===== src/rtl/spi_dma.sv =====
// rtl/spi_dma.sv - byte-stream DMA sequencer between a byte memory port and the SPI byte shifter.
// Optional SD data CRC16 on every byte moved, enabled by SPI_DMA_CRC16_EN.
module spi_dma #(
  parameter int ADDR_W = 16
) (
  input  logic              clk,
  input  logic              reset,
  input  logic              start,
  input  logic              dir,
  input  logic [ADDR_W-1:0] base_addr,
  input  logic [12:0]       byte_count,
  output logic              busy,
  output logic              done,
  output logic              mem_req,
  output logic              mem_we,
  output logic [ADDR_W-1:0] mem_addr,
  output logic [7:0]        mem_wdata,
  input  logic [7:0]        mem_rdata,
  input  logic              mem_ack,
  output logic [1:0]        sh_mode,
  output logic [12:0]       sh_new_rx_length,
  output logic              sh_set_rx_length,
  output logic              sh_wr_req,
  output logic [7:0]        sh_data_in,
  input  logic              sh_in_full,
  output logic              sh_rd_req,
  input  logic [7:0]        sh_data_out,
  input  logic              sh_out_full,
  input  logic              sh_busy,
  output logic [15:0]       crc_out
);

  localparam logic [2:0] S_IDLE     = 3'd0;
  localparam logic [2:0] S_SETUP    = 3'd1;
  localparam logic [2:0] S_TX_FETCH = 3'd2;
  localparam logic [2:0] S_TX_PUSH  = 3'd3;
  localparam logic [2:0] S_DRAIN    = 3'd4;
  localparam logic [2:0] S_RX_WAIT  = 3'd5;
  localparam logic [2:0] S_RX_STORE = 3'd6;
  localparam logic [2:0] S_DONE     = 3'd7;

  logic [2:0]        state;
  logic              dir_q;
  logic [ADDR_W-1:0] addr;
  logic [12:0]       remaining;
  logic [7:0]        data_q;

  always_ff @(posedge clk) begin
    if (reset) begin
      state     <= S_IDLE;
      dir_q     <= 1'b0;
      addr      <= '0;
      remaining <= 13'd0;
      data_q    <= 8'd0;
    end else begin
      case (state)
        S_IDLE: begin
          if (start) begin
            dir_q     <= dir;
            addr      <= base_addr;
            remaining <= byte_count;
            state     <= (byte_count == 13'd0) ? S_DONE : S_SETUP;
          end
        end
        S_SETUP: state <= dir_q ? S_RX_WAIT : S_TX_FETCH;
        S_TX_FETCH: begin
          if (mem_ack) begin
            data_q <= mem_rdata;
            addr   <= addr + 1'b1;
            state  <= S_TX_PUSH;
          end
        end
        S_TX_PUSH: begin
          // Leaving this state right after the push keeps sh_wr_req to single-cycle pulses.
          if (!sh_in_full) begin
            remaining <= remaining - 13'd1;
            state     <= (remaining == 13'd1) ? S_DRAIN : S_TX_FETCH;
          end
        end
        S_DRAIN: begin
          if (!sh_in_full && !sh_busy) state <= S_DONE;
        end
        S_RX_WAIT: begin
          if (sh_out_full) begin
            data_q <= sh_data_out;
            state  <= S_RX_STORE;
          end
        end
        S_RX_STORE: begin
          if (mem_ack) begin
            addr      <= addr + 1'b1;
            remaining <= remaining - 13'd1;
            state     <= (remaining == 13'd1) ? S_DONE : S_RX_WAIT;
          end
        end
        default: state <= S_IDLE;
      endcase
    end
  end

  assign busy             = (state != S_IDLE) && (state != S_DONE);
  assign done             = (state == S_DONE);
  assign mem_req          = (state == S_TX_FETCH) || (state == S_RX_STORE);
  assign mem_we           = (state == S_RX_STORE);
  assign mem_addr         = mem_req ? addr : '0;
  assign mem_wdata        = mem_we ? data_q : 8'd0;
  assign sh_set_rx_length = (state == S_SETUP) && dir_q;
  assign sh_new_rx_length = sh_set_rx_length ? remaining : 13'd0;
  assign sh_wr_req        = (state == S_TX_PUSH) && !sh_in_full;
  assign sh_data_in       = data_q;
  assign sh_rd_req        = (state == S_RX_WAIT) && sh_out_full;

  always_comb begin
    sh_mode = 2'd0;
    if ((state == S_TX_FETCH) || (state == S_TX_PUSH) || (state == S_DRAIN))
      sh_mode = 2'd2;
    else if ((state == S_RX_WAIT) || (state == S_RX_STORE))
      sh_mode = 2'd1;
  end

`ifdef SPI_DMA_CRC16_EN
  logic [15:0] crc_q;

  function automatic logic [15:0] crc16_byte(input logic [15:0] c, input logic [7:0] b);
    logic [15:0] r;
    r = c ^ {b, 8'h00};
    for (int i = 0; i < 8; i++)
      r = r[15] ? ({r[14:0], 1'b0} ^ 16'h1021) : {r[14:0], 1'b0};
    return r;
  endfunction

  always_ff @(posedge clk) begin
    if (reset)
      crc_q <= 16'h0000;
    else if ((state == S_IDLE) && start)
      crc_q <= 16'h0000;
    else if (sh_wr_req)
      crc_q <= crc16_byte(crc_q, data_q);
    else if (sh_rd_req)
      crc_q <= crc16_byte(crc_q, sh_data_out);
  end

  assign crc_out = crc_q;
`else
  assign crc_out = 16'h0000;
`endif

endmodule


===== config.mk =====
export PLATFORM = sky130hd
export DESIGN_NAME = spi_dma
export DESIGN_NICKNAME = d
export VERILOG_FILES = /design/src/rtl/spi_dma.sv
export SDC_FILE = /design/constraint.sdc
export NUM_CORES = 1
export LEC_CHECK = 0
export CORE_ASPECT_RATIO = 0.6
export CORE_MARGIN = 1.5
export CORE_UTILIZATION = 28
export CTS_CLUSTER_SIZE = 10
export DETAILED_ROUTE_END_ITERATION = 6
export SLEW_MARGIN = 30
export SYNTH_ARGS = -nofsm -noshare
export SYNTH_HDL_FRONTEND = slang
export SYNTH_SLANG_ARGS = --single-unit

===== constraint.sdc =====
create_clock -name clk -period 1.5 [get_ports clk]
set_clock_uncertainty 0.1 [all_clocks]
set_input_delay 0.3 -clock clk [delete_from_list [all_inputs] [get_ports clk]]
set_output_delay 0.3 -clock clk [all_outputs]
set_load 0.01 [all_outputs]

==> out/qor.csv, run 1 <==
stage,metric,value,unit
final_layout,multi-input logic area,2760,um^2
clock_network,Root Buffer,clkbuf_16,
worst_hold_path,worst hold path class,input pin to flop,
run_status,failing checks,negative setup slack,
final_layout,Ant. Diodes,0,
clock_network,H-tree level count,2,
synth,Post-synth ARST share,0,
timing,RSZ-0062 raised after global routing,true,
route,Initial DRC Count,267,
clock_network,"Clk pin slew, worst setup/hold paths",0.06,ns
setup_path,"Data required, critical path",1.10,ns
timing,final worst slack,-0.382,ns
final_layout,Final nets,717,
floorplanning,Core Area,10700,um^2
timing,WHS,0.417,ns
final_layout,fillers,854,
final_layout,fraction of layout instances using a drive strength above 1,0.582,
placed_design,HPWL after DPL,8.65,mm
final_layout,"commonest cells after routing, fill and taps aside","buf_4, buf_6, clkdlybuf4s50_1, dfxtp_1, nor2_1",
floorplanning,Die H,84.5,um
pwr,PD cells,1560,nW/um^2
floorplanning,io pins,123,
final_layout,post-route cell area,6730,um^2
clock_network,Skew-Pair Late Insertion Delay,0.29,ns
setup_path,arrival time worst endpoint,1.48,ns
global_route,pin count of the biggest net entering global routing,27,
setup_path,crit path max fanout,5,
floorplanning,Rows,29,
synth,Mean Syn Cell Area,7.45,um^2
synth,ys flop type,dfxtp_1,
pwr,maximum vdd drop,0.863,mV
run_status,status,"complete, but fails checks",
route,ANT nets after route,0,
setup_path,CP startpoint kind,flop,
floorplanning,Die X,139,um
final_layout,FF+latch area,838,um^2
timing,# setup viols final,87,
clock_network,CTS Buffer Depth,2,
clock_network,Num CTS Buffers,5,
setup_path,Crit path largest cell delay,0.36,ns
synth,synth unique cells,65,
floorplanning,initial core utilization,0.290,
route,DR vias/cell,5.22,
timing,Final Critical Period,1.88,ns
placed_design,gpl congestion,0.904,
setup_path,Worst setup EP type,output pin,
setup_path,Slowest cell on crit path,dfxtp_4,
route,wire length per cell,18.0,um
run,number of max-cap violations,0,
synth,mapped cell area,3100,um^2
timing,Final Slew Violations,0,
pwr,Leak,2.89,nW
timing,Slew HR,0.609,
pwr,Tot Pwr,0.0105,W
global_route,first-pass GRT wire length,21.6,mm
final_layout,"commonest non-fill, non-tap cell in the layout",buf_4,
synth,Synth Warn #,0,
synth,synthesized flop and latch total,41,
route,drt drc,0,
synth,Syn Inst Count,416,
timing,worst-margin pin slew,0.586,ns
clock_network,CTS tree,done,
synth,sequential share of the synthesized area,0.265,
timing,Max Freq,531,MHz
setup_path,cells along the critical path,nand2b_4 > nor3_4 > buf_6 > buf_6 > and2_4 > buf_6,
floorplanning,Die Area,11700,um^2
global_route,All-Layer GR Usage,0.232,
final_layout,final std cells w/o fill,801,
timing,period utilization,1.25,
route,drt first pass iters,5,
route,"wirelength, routed",14.4,mm
global_route,grt total ovfl,0,
placed_design,post-place instance area,5180,um^2
setup_path,most frequent CP cell,buf_6,
clock_network,Sink Count,41,
placed_design,placed instance count,735,
setup_path,Setup CP Type,flop to output pin,
final_layout,Area Overhead vs Synth,117,%
global_route,number of global-route vias before repair,4106,
timing,Final Hold Viols,0,
route,Vias,4178,
synth,Post-synth EDFFs,0,
placed_design,I/O Buffers,106,
global_route,initial antenna violation count,0,
cell usage after synthesis, drive strengths merged, types with 2 or more instances:
library cell / n / share of area
buf: 33 / 0.078
a41o: 3 / 0.0097
nand3b: 2 / 0.0048
a2bb2oi: 3 / 0.011
a221oi: 3 / 0.0085
nand2: 34 / 0.044
mux2i: 13 / 0.042
and4: 2 / 0.0057
nor3: 12 / 0.019
inv: 10 / 0.012
a21o: 4 / 0.0097
nor3b: 2 / 0.0065
o32ai: 2 / 0.0057
o22ai: 8 / 0.021
ha: 3 / 0.012
nand3: 14 / 0.024
o21a: 5 / 0.012
and2: 29 / 0.059
dfxtp: 41 / 0.26
and3: 12 / 0.024
a31oi: 4 / 0.0081
o21ai: 22 / 0.036
nor4: 13 / 0.030
nand2b: 7 / 0.014
o2bb2ai: 3 / 0.0085
clkbuf: 15 / 0.019
a211oi: 9 / 0.022
nand4: 7 / 0.014
a21oi: 37 / 0.065
nor2: 43 / 0.052
logic make-up after synthesis:
kind of cell / after synthesis / synth area share
and+or+nand+nor: 185 / 0.319
AOI/OAI and AO/OA: 114 / 0.247
buffers and inverters: 58 / 0.108
DFF: 41 / 0.265
muxes: 13 / 0.0420
adders and majority gates: 3 / 0.0121
other: 1 / 0.00121
xor gates and xnor gates: 1 / 0.00525
report_power, final:
part	leakage (nW)	internal, W	switching, W
clock network	0.0920	0.000884	0.000469
logic	2.45	0.00390	0.00349
registers	0.340	0.00140	0.000361
state kept, by name (all words and copies together) (netlist names):
register,flops
addr,16
sh_data_in,8
state,3
dir_q,1
remaining,13
stage by stage:
| step | setup slack [ns] | util | setup TNS, ns |
|---|---|---|---|
| CTS | -0.420 | 0.592 | -23.00 |
| floorplan | -0.0866 | - | -1.79 |
| global route | -0.420 | 0.631 | -27.13 |
| finish | -0.382 | 0.631 | -23.32 |
| detailed placement | -0.638 | 0.486 | -34.65 |
| global placement | -0.629 | 0.486 | -34.28 |
repair_timing:
action,CTS,global route
resized for setup,370,93
cloned,8,2
pin swaps,47,44
buffers inserted,40,19
setup endpoints to repair,94,87
endpoints found under the hold margin,0,0
hold buffers,0,0
worst paths after layout:
check / startpoint / end / slack [ns] / cells after the start
worst max-delay path: state[2] / sh_new_rx_length[4] / -0.38 / 6
worst min-delay path: reset / addr[9] / 0.42 / 2
worst max register to register: state[1] / addr[13] / -0.37 / 7
worst min register to register: remaining[11] / remaining[11] / 0.43 / 2
routing by layer:
metal / vias up / track usage / share of wire
li1: 1965 / - / -
met1: 1995 / 0.329 / 0.47
met5: - / 0 / 0
met2: 206 / 0.353 / 0.44
met3: 12 / 0.0650 / 0.079
met4: 0 / 0.0473 / 0.0078
worst max-delay path: cells and delay by family, from the launching register on:
kind / cells / cell delay (ns)
simple gates: 3 / 0.48
flops: 1 / 0.36
buf+inv: 3 / 0.34
area by class of cell:
class | instances | share of cell area
inverter | 10 | 0.00781
timing repair buffer | 271 | 0.404
clock inverter | 2 | 0.00521
multi-input combinational | 332 | 0.410
clock buffer | 6 | 0.0223
sequential | 41 | 0.125
tap | 139 | 0.0258
(Power assumes the default switching activity.)
==> run 2: changes to the inputs <==
--- a/config.mk
+++ b/config.mk
@@ -8,7 +8,9 @@
 export CORE_ASPECT_RATIO = 0.6
 export CORE_MARGIN = 1.5
-export CORE_UTILIZATION = 28
+export CORE_UTILIZATION = 40
 export CTS_CLUSTER_SIZE = 10
 export DETAILED_ROUTE_END_ITERATION = 6
+export PLACE_DENSITY = 0.78
+export RECOVER_POWER = 25
 export SLEW_MARGIN = 30
 export SYNTH_ARGS = -nofsm -noshare
==> constraint.sdc (replaced) <==
create_clock -name clk -period 1.5 [get_ports clk]
set_clock_uncertainty 0.1 [all_clocks]
set_input_delay 0.3 -clock clk [delete_from_list [all_inputs] [get_ports clk]]
set_output_delay 0.3 -clock clk [all_outputs]
set_load 0.02 [all_outputs]
==> run 2 against run 1 <==
Net effect:
- via count is 14% higher
- flip-flop and latch count stayed put
- critical endpoint is now state[1]
- design area is 3.4% lower
- combinational power is 2% higher
- register-to-register slack worse by 0.20 ns
- core utilization is 25 points higher
- non-clock buffer count is 14 lower
- the flow still finishes with violations (negative setup slack)
- sequential share of layout area is 0.40 points higher
- count of clock-buffer cells in the layout is 1 lower
==> out/qor.csv, run 2 (synthesis gave the netlist of run 1 again) <==
stage,metric,value,unit,change
setup_path,CP Buf/Inv Count,1,,was 3
route,wire length per cell,24.0,um,was 18.0 um
setup_path,CP startpoint kind,flop,,unchanged
timing,Final Hold Viols,0,,unchanged
run_status,failing checks,negative setup slack,,unchanged
worst_hold_path,worst hold path class,input pin to flop,,unchanged
route,drt drc,0,,unchanged
pwr,Leak,2.78,nW,was 2.89 nW
setup_path,Worst setup EP type,flop,,was output pin
floorplanning,io pins,123,,unchanged
timing,# setup viols final,89,,was 87
final_layout,"commonest non-fill, non-tap cell in the layout",buf_4,,unchanged
clock_network,Num CTS Buffers,5,,unchanged
global_route,initial antenna violation count,1,,was 0
final_layout,Final nets,703,,was 717
final_layout,"commonest cells after routing, fill and taps aside","buf_4, buf_6, clkdlybuf4s50_1, dfxtp_1, nor2_1",,unchanged
pwr,switching fraction of total power,0.451,,was 0.411
setup_path,Crit path largest cell delay,0.38,ns,was 0.36 ns
final_layout,largest register by flop count,addr,,unchanged
placed_design,HPWL after DPL,8.40,mm,was 8.65 mm
floorplanning,initial core utilization,0.419,,was 0.290
final_layout,multi-input logic area,2730,um^2,was 2760 um^2
global_route,pin count of the biggest net entering global routing,27,,unchanged
timing,final worst slack,-0.574,ns,was -0.382 ns
pwr,P_sw,0.00472,W,was 0.00432 W
clock_network,"Clk pin slew, worst setup/hold paths",0.07,ns,was 0.06 ns
setup_path,crit-path leading delay family,simple AND/OR/NAND/NOR gates,,unchanged
timing,WHS,0.356,ns,was 0.417 ns
clock_network,CTS tree,done,,unchanged
floorplanning,Core Area,7390,um^2,was 10700 um^2
timing,period utilization,1.38,,was 1.25
setup_path,Slowest cell on crit path,dfxtp_2,,was dfxtp_4
setup_path,crit path max fanout,4,,was 5
floorplanning,Rows,24,,was 29
route,drt first pass iters,6,,was 5
route,Initial DRC Count,494,,was 267
clock_network,H-tree level count,2,,unchanged
floorplanning,Die X,117,um,was 139 um
setup_path,cells along the critical path,buf_12 > ha_1 > nor4b_2 > nand3_1 > mux2i_1 > nor3_1 > o32ai_1,,was nand2b_4 > nor3_4 > buf_6 > buf_6 > and2_4 > buf_6
placed_design,gpl congestion,0.888,,was 0.904
global_route,number of global-route vias before repair,4190,,was 4106
worst_hold_path,Hold Crit Depth,2,,unchanged
setup_path,worst reg-to-reg path cell count,7,,unchanged
final_layout,fillers,300,,was 854
timing,RSZ-0062 raised after global routing,true,,unchanged
global_route,first-pass GRT wire length,21.4,mm,was 21.6 mm
global_route,All-Layer GR Usage,0.336,,was 0.232
timing,Final Slew Violations,0,,unchanged
final_layout,fraction of layout instances using a drive strength above 1,0.559,,was 0.582
route,Vias,4747,,was 4178
floorplanning,Die H,71.2,um,was 84.5 um
pwr,Tot Pwr,0.0105,W,about the same
setup_path,Setup CP Type,flop to flop,,was flop to output pin
pwr,register share of total power,0.169,,was 0.168
setup_path,number of cells on the critical path,7,,was 6
clock_network,CTS hold repair buffers,0,,unchanged
timing,setup TNS,-29.42,ns,was -23.32 ns
route,DR vias/cell,6.30,,was 5.22
timing,Final Critical Period,2.07,ns,was 1.88 ns
setup_path,arrival time worst endpoint,2.13,ns,was 1.48 ns
final_layout,max reg flops,16,,unchanged
pwr,maximum vdd drop,0.816,mV,was 0.863 mV
clock_network,Skew-Pair Late Insertion Delay,0.30,ns,was 0.29 ns
route,"wirelength, routed",18.1,mm,was 14.4 mm
placed_design,I/O Buffers,106,,unchanged
timing,Max Freq,482,MHz,was 531 MHz
floorplanning,Die Area,8300,um^2,was 11700 um^2
pwr,Internal,0.00575,W,was 0.00619 W
run,number of max-cap violations,0,,unchanged
final_layout,FF+latch area,836,um^2,was 838 um^2
clock_network,Sink Count,41,,unchanged
global_route,grt total ovfl,0,,unchanged
clock_network,Root Buffer,clkbuf_16,,unchanged
final_layout,Area Overhead vs Synth,110,%,was 117%
clock_network,CTS Buffer Depth,2,,unchanged
pwr,clock power share,0.110,,was 0.129
setup_path,"Data required, critical path",1.56,ns,was 1.10 ns
pwr,combinational fraction of design power,0.721,,was 0.703
route,ANT nets after route,0,,unchanged
run_status,status,"complete, but fails checks",,unchanged
pwr,PD cells,1610,nW/um^2,was 1560 nW/um^2
final_layout,post-route core utilization,0.880,,was 0.631
## run 2: cell count changes in the layout (fill, tap and decap cells not counted), moves of 4 or more
cell,delta
buf_4,+4
and3_2,+4
mux2i_1,-4
o21ai_2,-4
buf_2,-6
and3_4,-7
buf_8,-7
clkdlybuf4s50_1,-4
buf_6,-11
mux2i_4,+4
## run 2: final cells by class
cell class,count,share of cell area
antenna,1,0.000385
clock buffer,5,0.0192
clock inverter,3,0.00269
inverter,10,0.00770
multi-input combinational,332,0.419
sequential,41,0.129
tap,104,0.0200
timing repair buffer,257,0.402
## run 2: stage by stage
step                instances  setup WS, ns  cell area [um^2]
floorplan                 431       -0.0875              3530
finish                    753        -0.574              6500
CTS                       736        -0.347              6110
detailed placement        694        -0.587              5180
global placement          694        -0.566              5180
global route              753        -0.562              6500
## run 2: power groups by stage
stage	combinational [W]	clock, W	sequential, W
after floorplan	0.00286	0	0.00172
after global placement	0.00464	0	0.00168
after detailed placement	0.00478	0	0.00168
after CTS	0.00618	0.00108	0.00170
after global routing	0.00781	0.00116	0.00179
final	0.00755	0.00115	0.00177
## run 2: metal layers
| metal | wire length, um | GRT usage | part of all wire | vias to the layer above |
|---|---|---|---|---|
| li1 | - | - | - | 1936 |
| met1 | 6710 | 0.424 | 0.37 | 2249 |
| met2 | 8080 | 0.552 | 0.45 | 418 |
| met3 | 2230 | 0.105 | 0.12 | 144 |
| met4 | 1080 | 0.103 | 0.060 | 0 |
| met5 | 0 | 0 | 0 | - |
## run 2: timing repair
item | CTS | global route
setup buffers | 32 | 16
pin swaps | 40 | 30
resized for setup | 394 | 58
endpoints found under the hold margin | 0 | 0
setup endpoints to repair | 94 | 88
cloned | 3 | 3
## run 2: worst reg2reg max path, stage by stage, from the launching register on
cell	delay, ns
dfxtp_2	0.38
buf_12	0.12
ha_1	0.14
nor4b_2	0.33
nand3_1	0.24
mux2i_1	0.18
nor3_1	0.26
o32ai_1	0.19
## run 2: final timing paths
kind	startpoint	endpoint	slack, ns
worst max-delay path	remaining[0]	state[1]	-0.57
worst min-delay path	reset	addr[9]	0.36
worst max register to register	remaining[0]	state[1]	-0.57
worst min register to register	remaining[11]	remaining[11]	0.46
==> run 3: changes to the inputs <==
Settings changed: MAX_ROUTING_LAYER set to met4, REMOVE_ABC_BUFFERS set to 1.
==> run 3 against run 2 <==
Net effect:
- the run still ends with negative setup slack left
- clock power fell by 4%
- flip-flop and latch count is the same
- register-to-register slack worse by 0.09 ns
- sequential power up 2%
- non-clock buffer count stayed put
- hold slack better by 0.052 ns
- design area grew 0.62%
- die area stayed put
- sequential share of layout area shrank 0.079 points
- combinational power increased by 6.1%
- fmax down 4.1%
- core utilization increased by 0.54 points
- critical endpoint unchanged
==> out/qor.csv, run 3 (synthesis gave the netlist of run 1 again) <==
stage,metric,value,unit,change
clock_network,CTS tree,done,,unchanged
floorplanning,Die H,71.2,um,unchanged
final_layout,"commonest cells after routing, fill and taps aside","buf_4, buf_6, clkdlybuf4s50_1, dfxtp_1, nor2_1",,unchanged
timing,worst-margin pin slew,0.640,ns,
run_status,status,"complete, but fails checks",,unchanged
timing,final worst slack,-0.663,ns,was -0.574 ns
clock_network,H-tree level count,2,,unchanged
global_route,initial antenna violation count,0,,was 1
route,drt first pass iters,7,,was 6
worst_hold_path,Hold Crit Depth,4,,was 2
timing,WHS,0.408,ns,was 0.356 ns
final_layout,max reg flops,16,,unchanged
clock_network,Skew-Pair Late Insertion Delay,0.30,ns,about the same
final_layout,fraction of layout instances using a drive strength above 1,0.544,,was 0.559
placed_design,I/O Buffers,106,,unchanged
timing,Final Slew Violations,0,,unchanged
setup_path,R2R Setup Slk,-0.66,ns,was -0.57 ns
setup_path,cells along the critical path,buf_6 > nor3_4 > buf_6 > nand4_1 > nor4_4 > nor3_2 > o32ai_2,,was buf_12 > ha_1 > nor4b_2 > nand3_1 > mux2i_1 > nor3_1 > o32ai_1
final_layout,final std cells w/o fill,751,,was 753
setup_path,worst reg-to-reg path cell count,7,,unchanged
global_route,All-Layer GR Usage,0.405,,was 0.336
timing,period utilization,1.44,,was 1.38
worst_hold_path,HP Start,byte_count[2],,was reset
setup_path,CP startpoint kind,flop,,unchanged
route,drt drc,0,,unchanged
timing,Final Hold Viols,0,,unchanged
setup_path,Setup CP Type,flop to flop,,unchanged
route,"wirelength, routed",21.6,mm,was 18.1 mm
route,DR vias/cell,7.05,,was 6.30
clock_network,CTS hold repair buffers,0,,unchanged
route,wire length per cell,28.8,um,was 24.0 um
setup_path,crit path max fanout,6,,was 4
worst_hold_path,hold endpoint,remaining[2],,was addr[9]
timing,Slew HR,0.573,,
floorplanning,io pins,123,,unchanged
global_route,pin count of the biggest net entering global routing,24,,was 27
floorplanning,Core Area,7390,um^2,unchanged
setup_path,most frequent CP cell,buf_6,,
setup_path,Worst setup EP type,flop,,unchanged
clock_network,Sink Count,41,,unchanged
setup_path,Crit path largest cell delay,0.46,ns,was 0.38 ns
floorplanning,Die Area,8300,um^2,unchanged
placed_design,gpl congestion,0.984,,was 0.888
route,Vias,5295,,was 4747
global_route,grt total ovfl,0,,unchanged
final_layout,Area Overhead vs Synth,111,%,was 110%
floorplanning,Rows,24,,unchanged
route,ANT nets after route,0,,unchanged
pwr,maximum vdd drop,0.709,mV,was 0.816 mV
final_layout,largest register by flop count,addr,,unchanged
timing,Max Freq,462,MHz,was 482 MHz
pwr,PD cells,1670,nW/um^2,was 1610 nW/um^2
run_status,failing checks,negative setup slack,,unchanged
final_layout,"commonest non-fill, non-tap cell in the layout",buf_4,,unchanged
placed_design,HPWL after DPL,8.31,mm,was 8.40 mm
clock_network,Root Buffer,clkbuf_16,,unchanged
timing,# setup viols final,88,,was 89
floorplanning,Die X,117,um,unchanged
worst_hold_path,worst hold path class,input pin to flop,,unchanged
clock_network,CTS Buffer Depth,2,,unchanged
setup_path,Slowest cell on crit path,nor4_4,,was dfxtp_2
final_layout,Ant. Diodes,0,,was 1
floorplanning,initial core utilization,0.419,,unchanged
route,Initial DRC Count,1083,,was 494
setup_path,origin of the critical flop-to-flop path,state[0],,was remaining[0]
pwr,Leak,2.70,nW,was 2.78 nW
global_route,first-pass GRT wire length,24.6,mm,was 21.4 mm
setup_path,arrival time worst endpoint,2.26,ns,was 2.13 ns
final_layout,Final nets,704,,was 703
timing,Final Critical Period,2.16,ns,was 2.07 ns
placed_design,placed instance count,694,,unchanged
setup_path,RR Endpoint,state[1],,unchanged
setup_path,"Data required, critical path",1.60,ns,was 1.56 ns
clock_network,Num CTS Buffers,5,,unchanged
global_route,number of global-route vias before repair,4623,,was 4190
timing,RSZ-0062 raised after global routing,true,,unchanged
clock_network,"Clk pin slew, worst setup/hold paths",0.07,ns,about the same
run,number of max-cap violations,0,,unchanged
-- run 3: changes by cell type in the layout (fill, tap and decap cells not counted), moves of 5 or more --
cell           before  now
a21oi_1            13   19
a21oi_2            21   14
and3_4              3    8
buf_6              67   72
dfxtp_2             6    0
dlygate4sd2_1      10    5
nand2_1            24   30
o21ai_2             4    9
-- run 3: layout make-up --
class	instances	area, um^2
Multi-Input combinational cell	333	2790
Inverter	10	47.5
Sequential cell	41	836
Fill cell	297	847
Clock buffer	5	125
Clock inverter	1	5.00
Tap cell	104	130
Timing Repair Buffer	257	2600
-- run 3: metal layers --
| metal | wire [um] | vias to the layer above | GRT usage | share of wire |
|---|---|---|---|---|
| met2 | 8480 | 670 | 0.601 | 0.39 |
| met4 | 2290 | 0 | 0.246 | 0.11 |
| met1 | 7170 | 2389 | 0.481 | 0.33 |
| met3 | 3660 | 297 | 0.123 | 0.17 |
| li1 | - | 1939 | - | - |
| met5 | 0 | - | - | 0 |
-- run 3: where the power goes --
part	switching (W)	internal [W]
clock network	0.000504	0.000597
registers	0.000406	0.00140
logic	0.00439	0.00362
total	0.00530	0.00562
-- run 3: what timing repair did --
action | 4_1_cts | 5_1_grt
setup endpoints to repair | 94 | 91
gates cloned | 7 | 2
resized for setup | 394 | 135
setup buffers | 28 | 18
pin swaps | 51 | 37
-- run 3: critical path, delay by kind of cell, from the launching register on --
family | cells | cell delay (ns)
flip-flops | 1 | 0.41
AO/OA/AOI/OAI | 1 | 0.15
buffers and inverters | 2 | 0.30
AND/OR/NAND/NOR | 4 | 1.10
-- run 3: worst max-delay path by stage --
stage,end,from,cells past startpoint,slack (ns)
floorplan,state[0],state[0],4,-1.12
global placement,addr[13],start,7,-0.62
detailed placement,addr[12],start,5,-0.66
CTS,mem_wdata[4],state[0],6,-0.34
global route,state[1],byte_count[7],6,-0.58
finish,state[1],state[0],7,-0.66
-- run 3: metrics by stage --
step | setup WS, ns | cell area (um^2) | utilization | power (W) | setup TNS (ns)
finish | -0.663 | 6540 | 0.885 | 0.0109 | -32.60
global route | -0.581 | 6540 | 0.885 | 0.0110 | -33.09
CTS | -0.338 | 5860 | 0.794 | 0.00838 | -20.20
detailed placement | -0.664 | 4880 | 0.661 | 0.00602 | -41.30
global placement | -0.619 | 4880 | 0.661 | 0.00585 | -38.69
floorplan | -1.12 | 2860 | - | 0.00373 | -64.33
